**config.mk**
```make
export PLATFORM = sky130hd
export DESIGN_NAME = muldiv_hilo_ctrl
export DESIGN_NICKNAME = d
export VERILOG_FILES = /design/src/rtl/muldiv_hilo_ctrl.sv
export SDC_FILE = /design/constraint.sdc
export NUM_CORES = 1
export LEC_CHECK = 0
export CAP_MARGIN = 20
export CORE_MARGIN = 2
export CORE_UTILIZATION = 40
export DETAILED_ROUTE_END_ITERATION = 10
export HOLD_SLACK_MARGIN = 0.1
export PLACE_DENSITY_LB_ADDON = 0.08
export SETUP_SLACK_MARGIN = 0.1
export SYNTH_ARGS = -nofsm -noshare
export SYNTH_HDL_FRONTEND = slang
export SYNTH_SLANG_ARGS = --single-unit
```
**constraint.sdc**
```tcl
create_clock -name clk -period 8.8 [get_ports clk]
set_input_delay 1.76 -clock clk [delete_from_list [all_inputs] [get_ports clk]]
set_output_delay 1.76 -clock clk [all_outputs]
set_load 0.01 [all_outputs]
```
**src/rtl/muldiv_hilo_ctrl.sv**
```systemverilog
// Multi-cycle MULT/MADD/MSUB/DIV sequencer and owner of the HI/LO pair.
// Products arrive as 16x16 partials from EX; division is delegated to an external divider.
module muldiv_hilo_ctrl #(
  parameter int DIV_TIMEOUT = 48
) (
  input  logic        clk,
  input  logic        rst,
  input  logic        op_valid,
  input  logic [2:0]  op,
  input  logic        op_signed,
  input  logic [31:0] opr1,
  input  logic [31:0] opr2,
  input  logic [63:0] mulhi,
  input  logic [63:0] mullo,
  input  logic        mul_s,
  input  logic        flush,
  output logic        div_start,
  output logic        div_signed,
  input  logic        div_ready,
  input  logic [31:0] div_quot,
  input  logic [31:0] div_rem,
  output logic        div_abort,
  output logic        div_err,
  output logic [31:0] hi_o,
  output logic [31:0] lo_o,
  output logic        stallreq
);
  localparam logic [2:0] OP_MULT = 3'd1, OP_MADD = 3'd2, OP_MSUB = 3'd3,
                         OP_DIV  = 3'd4, OP_MTHI = 3'd5, OP_MTLO = 3'd6;
  localparam int CW = $clog2(DIV_TIMEOUT + 1);

  typedef enum logic [2:0] {IDLE, MUL, ACC, DIV_WAIT, DONE} state_t;

  state_t         state;
  logic [63:0]    mh_q, ml_q, prod_q;
  logic           ms_q, sgn_q;
  logic [2:0]     op_q;
  logic [CW-1:0]  cnt;
  logic [63:0]    prod_raw, prod, acc;
  logic           is_mul, is_div, div_go, timeout;

  assign is_mul  = op_valid && (op == OP_MULT || op == OP_MADD || op == OP_MSUB);
  assign is_div  = op_valid && (op == OP_DIV);
  assign div_go  = is_div && (opr2 != 32'd0);
  assign timeout = (cnt == CW'(DIV_TIMEOUT - 1));

  // hh at 32, lh/hl at 16, ll at 0: recombine the 16x16 partials of the magnitudes
  assign prod_raw = {32'd0, ml_q[31:0]} + ({32'd0, ml_q[63:32]} << 16)
                  + ({32'd0, mh_q[31:0]} << 16) + ({32'd0, mh_q[63:32]} << 32);
  assign prod     = ms_q ? (~prod_raw + 64'd1) : prod_raw;
  assign acc      = (op_q == OP_MSUB) ? ({hi_o, lo_o} - prod_q) : ({hi_o, lo_o} + prod_q);

  always_comb begin
    stallreq   = 1'b0;
    div_start  = 1'b0;
    div_signed = 1'b0;
    div_abort  = 1'b0;
    div_err    = 1'b0;
    if (!rst) begin
      case (state)
        IDLE: if (!flush) begin
          stallreq   = is_mul || is_div;
          div_start  = div_go;
          div_signed = div_go && op_signed;
        end
        MUL, ACC: stallreq = !flush;
        DIV_WAIT: begin
          if (flush) div_abort = 1'b1;
          else begin
            stallreq = 1'b1;
            if (!div_ready) begin
              if (timeout) begin
                div_abort = 1'b1;
                div_err   = 1'b1;
              end else begin
                div_start  = 1'b1;
                div_signed = sgn_q;
              end
            end
          end
        end
        default: ;
      endcase
    end
  end

  always_ff @(posedge clk) begin
    if (rst) begin
      state  <= IDLE;
      hi_o   <= '0;
      lo_o   <= '0;
      mh_q   <= '0;
      ml_q   <= '0;
      prod_q <= '0;
      ms_q   <= 1'b0;
      sgn_q  <= 1'b0;
      op_q   <= '0;
      cnt    <= '0;
    end else if (flush) begin
      state <= IDLE;
      cnt   <= '0;
    end else begin
      case (state)
        IDLE: if (op_valid) begin
          case (op)
            OP_MTHI: hi_o <= opr1;
            OP_MTLO: lo_o <= opr1;
            OP_MULT, OP_MADD, OP_MSUB: begin
              mh_q  <= mulhi;
              ml_q  <= mullo;
              ms_q  <= mul_s;
              op_q  <= op;
              state <= MUL;
            end
            OP_DIV: begin
              if (opr2 == 32'd0) state <= DONE;
              else begin
                sgn_q <= op_signed;
                cnt   <= '0;
                state <= DIV_WAIT;
              end
            end
            default: ;
          endcase
        end
        MUL: begin
          prod_q <= prod;
          if (op_q == OP_MULT) begin
            {hi_o, lo_o} <= prod;
            state        <= DONE;
          end else state <= ACC;
        end
        ACC: begin
          {hi_o, lo_o} <= acc;
          state        <= DONE;
        end
        DIV_WAIT: begin
          if (div_ready) begin
            lo_o  <= div_quot;
            hi_o  <= div_rem;
            state <= DONE;
          end else if (timeout) state <= DONE;
          else cnt <= cnt + CW'(1);
        end
        default: state <= IDLE;
      endcase
    end
  end
endmodule

```
==> qor.csv <==
metric,value,unit
status,finished clean,
CP required,9.24,ns
Seq pwr share,32.2,%
Tot GR Track Use,29.4,%
prevailing post-synth register cell,dfxtp_1,
r2r startpoint,prod_q[6]$_SDFFE_PP0P_,
worst-margin pin slew,1.06,ns
dpl cells,3596,
clock sink count,270,
initial core utilization,40.4,%
CP Class,flip-flop to flip-flop,
skew final,0.0138,ns
area share of the leading cell type in the synthesized netlist,26.2,%
Area after DPL,24300,sq um
R2R depth,20,
Crit. End Element,flip-flop,
post-layout min period,6.31,ns
Die W,231,microns
synth top area cells,"dfxtp_1 (26%), a21oi_1 (8.0%), nand2_1 (7.9%)",
largest net degree at the start of global routing,108,
Slew Limit Fails,0,
Max Freq,159,MHz
ys async rst share,0,%
Sw Share,34.4,%
Pre-antenna DRT Iters,5,
"Design Area, Final",25500,sq um
DIE HEIGHT,231,microns
combinational fraction of design power,31.8,%
CTS tree,done,
startpoint types,flip-flop,
max cap viols,0,
first-pass GRT wire length,121000,microns
Clock Pin Slew Worst Setup and Hold Paths,0.06,ns
hpwl dp,63200,microns
die area,53400,sq um
FP Rows,83,
leakage,9.80,nW
NumNets Final,3350,
Finished Layout Cells,3656,
hold endpoint,sgn_q$_SDFFE_PP0P_,
switching power,1.38,mW
initial antenna violation count,4,
number of unique standard cell types used by synthesis,96,
CTS Buf Count,34,
Total Routed Length,80800,microns
Final Hold Viols,0,
Hold Startpoint,sgn_q$_SDFFE_PP0P_,
clk_lat worst skew,0.56,ns
period utilisation layout,71.7,%
Clock Power Share,36.0,%
post-CTS sizing,0,
setup bufs post-CTS,0,
unrepaired setup endpoints after global routing,false,
critical path arrival,6.75,ns
routed vias/inst,5.86,
CTS Hold Bufs,0,
WHS,0.466,ns
Final ANT Viol Nets,0,
"EDFF count, synth",0,
Setup Viol. Count Final,0,
CORE AREA,51100,sq um
vias in the first global route,20100,
Worst Hold Depth,2,
Area Growth Syn to Fin,23.5,%
P per Cell Area,158,nW/um^2
Final WS setup,2.49,ns
number of buffers added on ports,334,
clock root cell,clkbuf_16,
synth warn,0,
"Seq/Total Area, Yosys",26.2,%
Final GP Congestion,0.952,
I/O pin cnt,335,
cell-internal power,2.64,mW
number of fill cells,5124,
H-tree depth,2,
Vias,21400,
CP Max Fanout,6,
total power,4.02,mW
Overflow after GRT,0,
Post-Syn Area,20600,sq um
R2R Setup Slk,2.49,ns
Final Util,49.8,%
Synth area leader,dfxtp_1,
DP Worst Slack,2.63,ns
clk buf depth,3,
Max-slew headroom,29.2,%
syn avg cell area,7.52,sq um
fraction of layout cells with a size suffix above 1,4.78,%
setup TNS,0,ns
Synth Instances,2742,
"IR drop worst, VDD",0.120,mV
drt wl/cell,22.1,microns
Worst R2R End,hi_o[28]$_SDFFE_PP0P_,
Starting DRT DRC Count,1937,
Post-Synthesis Net Count,3140,
register bit total from synthesis,270,
HP Class,flip-flop to flip-flop,
DRC Markers,0,
[worst max-delay path by stage]
| stage | from | depth (start not counted) | end | slack [ns] |
|---|---|---|---|---|
| 3_5_place_dp | prod_q[6]$_SDFFE_PP0P_ | 20 | hi_o[28]$_SDFFE_PP0P_ | 2.63 |
| 6_report | prod_q[6]$_SDFFE_PP0P_ | 20 | hi_o[28]$_SDFFE_PP0P_ | 2.49 |
| 4_1_cts | prod_q[6]$_SDFFE_PP0P_ | 20 | hi_o[28]$_SDFFE_PP0P_ | 2.60 |
| 5_1_grt | prod_q[6]$_SDFFE_PP0P_ | 20 | hi_o[28]$_SDFFE_PP0P_ | 2.02 |
| 2_1_floorplan | prod_q[6]$_SDFFE_PP0P_ | 21 | hi_o[28]$_SDFFE_PP0P_ | 3.82 |
| 3_3_place_gp | prod_q[6]$_SDFFE_PP0P_ | 20 | hi_o[28]$_SDFFE_PP0P_ | 2.84 |
[Yosys cell counts, types with 10 or more instances]
| master | number |
|---|---|
| o41ai_1 | 13 |
| nor2_1 | 217 |
| o31ai_1 | 29 |
| a31oi_1 | 23 |
| and3_1 | 24 |
| and2_1 | 17 |
| o211ai_1 | 10 |
| o221ai_1 | 11 |
| inv_1 | 41 |
| a21o_1 | 63 |
| a221o_1 | 12 |
| ha_1 | 98 |
| o21a_1 | 11 |
| or3_1 | 21 |
| a211oi_1 | 69 |
| nor3_1 | 50 |
| nand2_1 | 435 |
| o21ai_0 | 169 |
| xnor2_1 | 112 |
| dfxtp_1 | 270 |
| buf_2 | 14 |
| nand4_1 | 34 |
| and4_1 | 13 |
| xor2_1 | 104 |
| nor2b_1 | 15 |
| nand3_1 | 36 |
| nor4_1 | 22 |
| clkbuf_1 | 154 |
| o21ai_1 | 18 |
| a21oi_1 | 331 |
| nand2b_1 | 19 |
| fa_1 | 34 |
| o21bai_1 | 23 |
| a221oi_1 | 56 |
[registers in the layout, indices dropped and copies added, names as in the netlist]
name	flops
mh_q	64
ml_q	64
prod_q	64
hi_o	32
lo_o	32
cnt	6
op_q	3
state	3
ms_q	1
sgn_q	1
[logic make-up (layout without fill, tap and decap cells)]
| family | Yosys count | after routing | synth area share, % |
|---|---|---|---|
| and+or+nand+nor | 959 | 959 | 21.5 |
| AOI/OAI and AO/OA | 935 | 935 | 29.3 |
| DFF | 270 | 270 | 26.2 |
| buffers and inverters | 223 | 453 | 4.25 |
| xor gates and xnor gates | 216 | 216 | 9.17 |
| adders and majority gates | 132 | 132 | 9.25 |
| muxes | 7 | 7 | 0.352 |
| other | 0 | 4 | 0 |
[layer usage]
| metal | GRT usage, % | vias to the layer above | wire [microns] | share of wire (%) |
|---|---|---|---|---|
| met2 | 46.1 | 798 | 35500 | 44 |
| met3 | 4.31 | 113 | 5850 | 7.2 |
| met1 | 41.5 | 10100 | 37200 | 46 |
| met5 | 0 | - | 13 | 0.016 |
| li1 | - | 10400 | - | - |
| met4 | 8.87 | 2 | 2210 | 2.7 |
[power by group through the flow]
| stage | sequential (mW) | clock, mW | combinational, mW |
|---|---|---|---|
| 6_report | 1.30 | 1.45 | 1.28 |
| 5_1_grt | 1.30 | 1.53 | 1.39 |
| 4_1_cts | 1.29 | 1.48 | 1.26 |
| 3_5_place_dp | 1.32 | 0 | 1.25 |
| 3_3_place_gp | 1.32 | 0 | 1.26 |
| 2_1_floorplan | 1.31 | 0 | 0.828 |
[worst max-delay path, stage by stage, from the launching register on]
cell and delay (ns):
dfxtp_1 0.35, or4_1 0.60, nor4_1 0.31, nor3b_1 0.77, nand2_1 0.20, or2_2 0.34, o41ai_1 0.31, xor2_1 0.25
ha_1 0.33, a21oi_1 0.24, o21bai_1 0.11, a221oi_1 0.27, o21ai_0 0.18, a2111oi_0 0.52, o21bai_1 0.10, a31oi_1 0.37
o41ai_1 0.21, a31oi_1 0.25, xor2_1 0.17, o221ai_1 0.12, o211a_1 0.17
[placed cells by master, fill, tap and decap left out, types with 22 or more instances in the layout]
cell type	synthesis	routed
ha_1	98	98
o21bai_1	23	22
nand2_1	435	435
nand4_1	34	34
nand3_1	36	35
a21oi_1	331	331
dfxtp_1	270	269
a21o_1	63	63
xor2_1	104	104
xnor2_1	112	112
a31oi_1	23	23
and3_1	24	23
clkdlybuf4s50_1	0	333
o21ai_0	169	169
nor3_1	50	50
nor2_1	217	213
a211oi_1	69	69
inv_1	41	41
clkbuf_16	0	35
a221oi_1	56	56
fa_1	34	34
o31ai_1	29	29
nor4_1	22	22
[cell type report]
type	instances	area [sq um]	share of cell area, %
clock inverter	9	146	0.575
clock buffer	47	981	3.85
timing repair buffer	354	3510	13.8
sequential	270	5410	21.2
tap	680	851	3.34
inverter	43	161	0.634
antenna	4	10.0	0.0393
multi-input combinational	2249	14400	56.5
No activity file was read; power rests on OpenSTA's default activity.
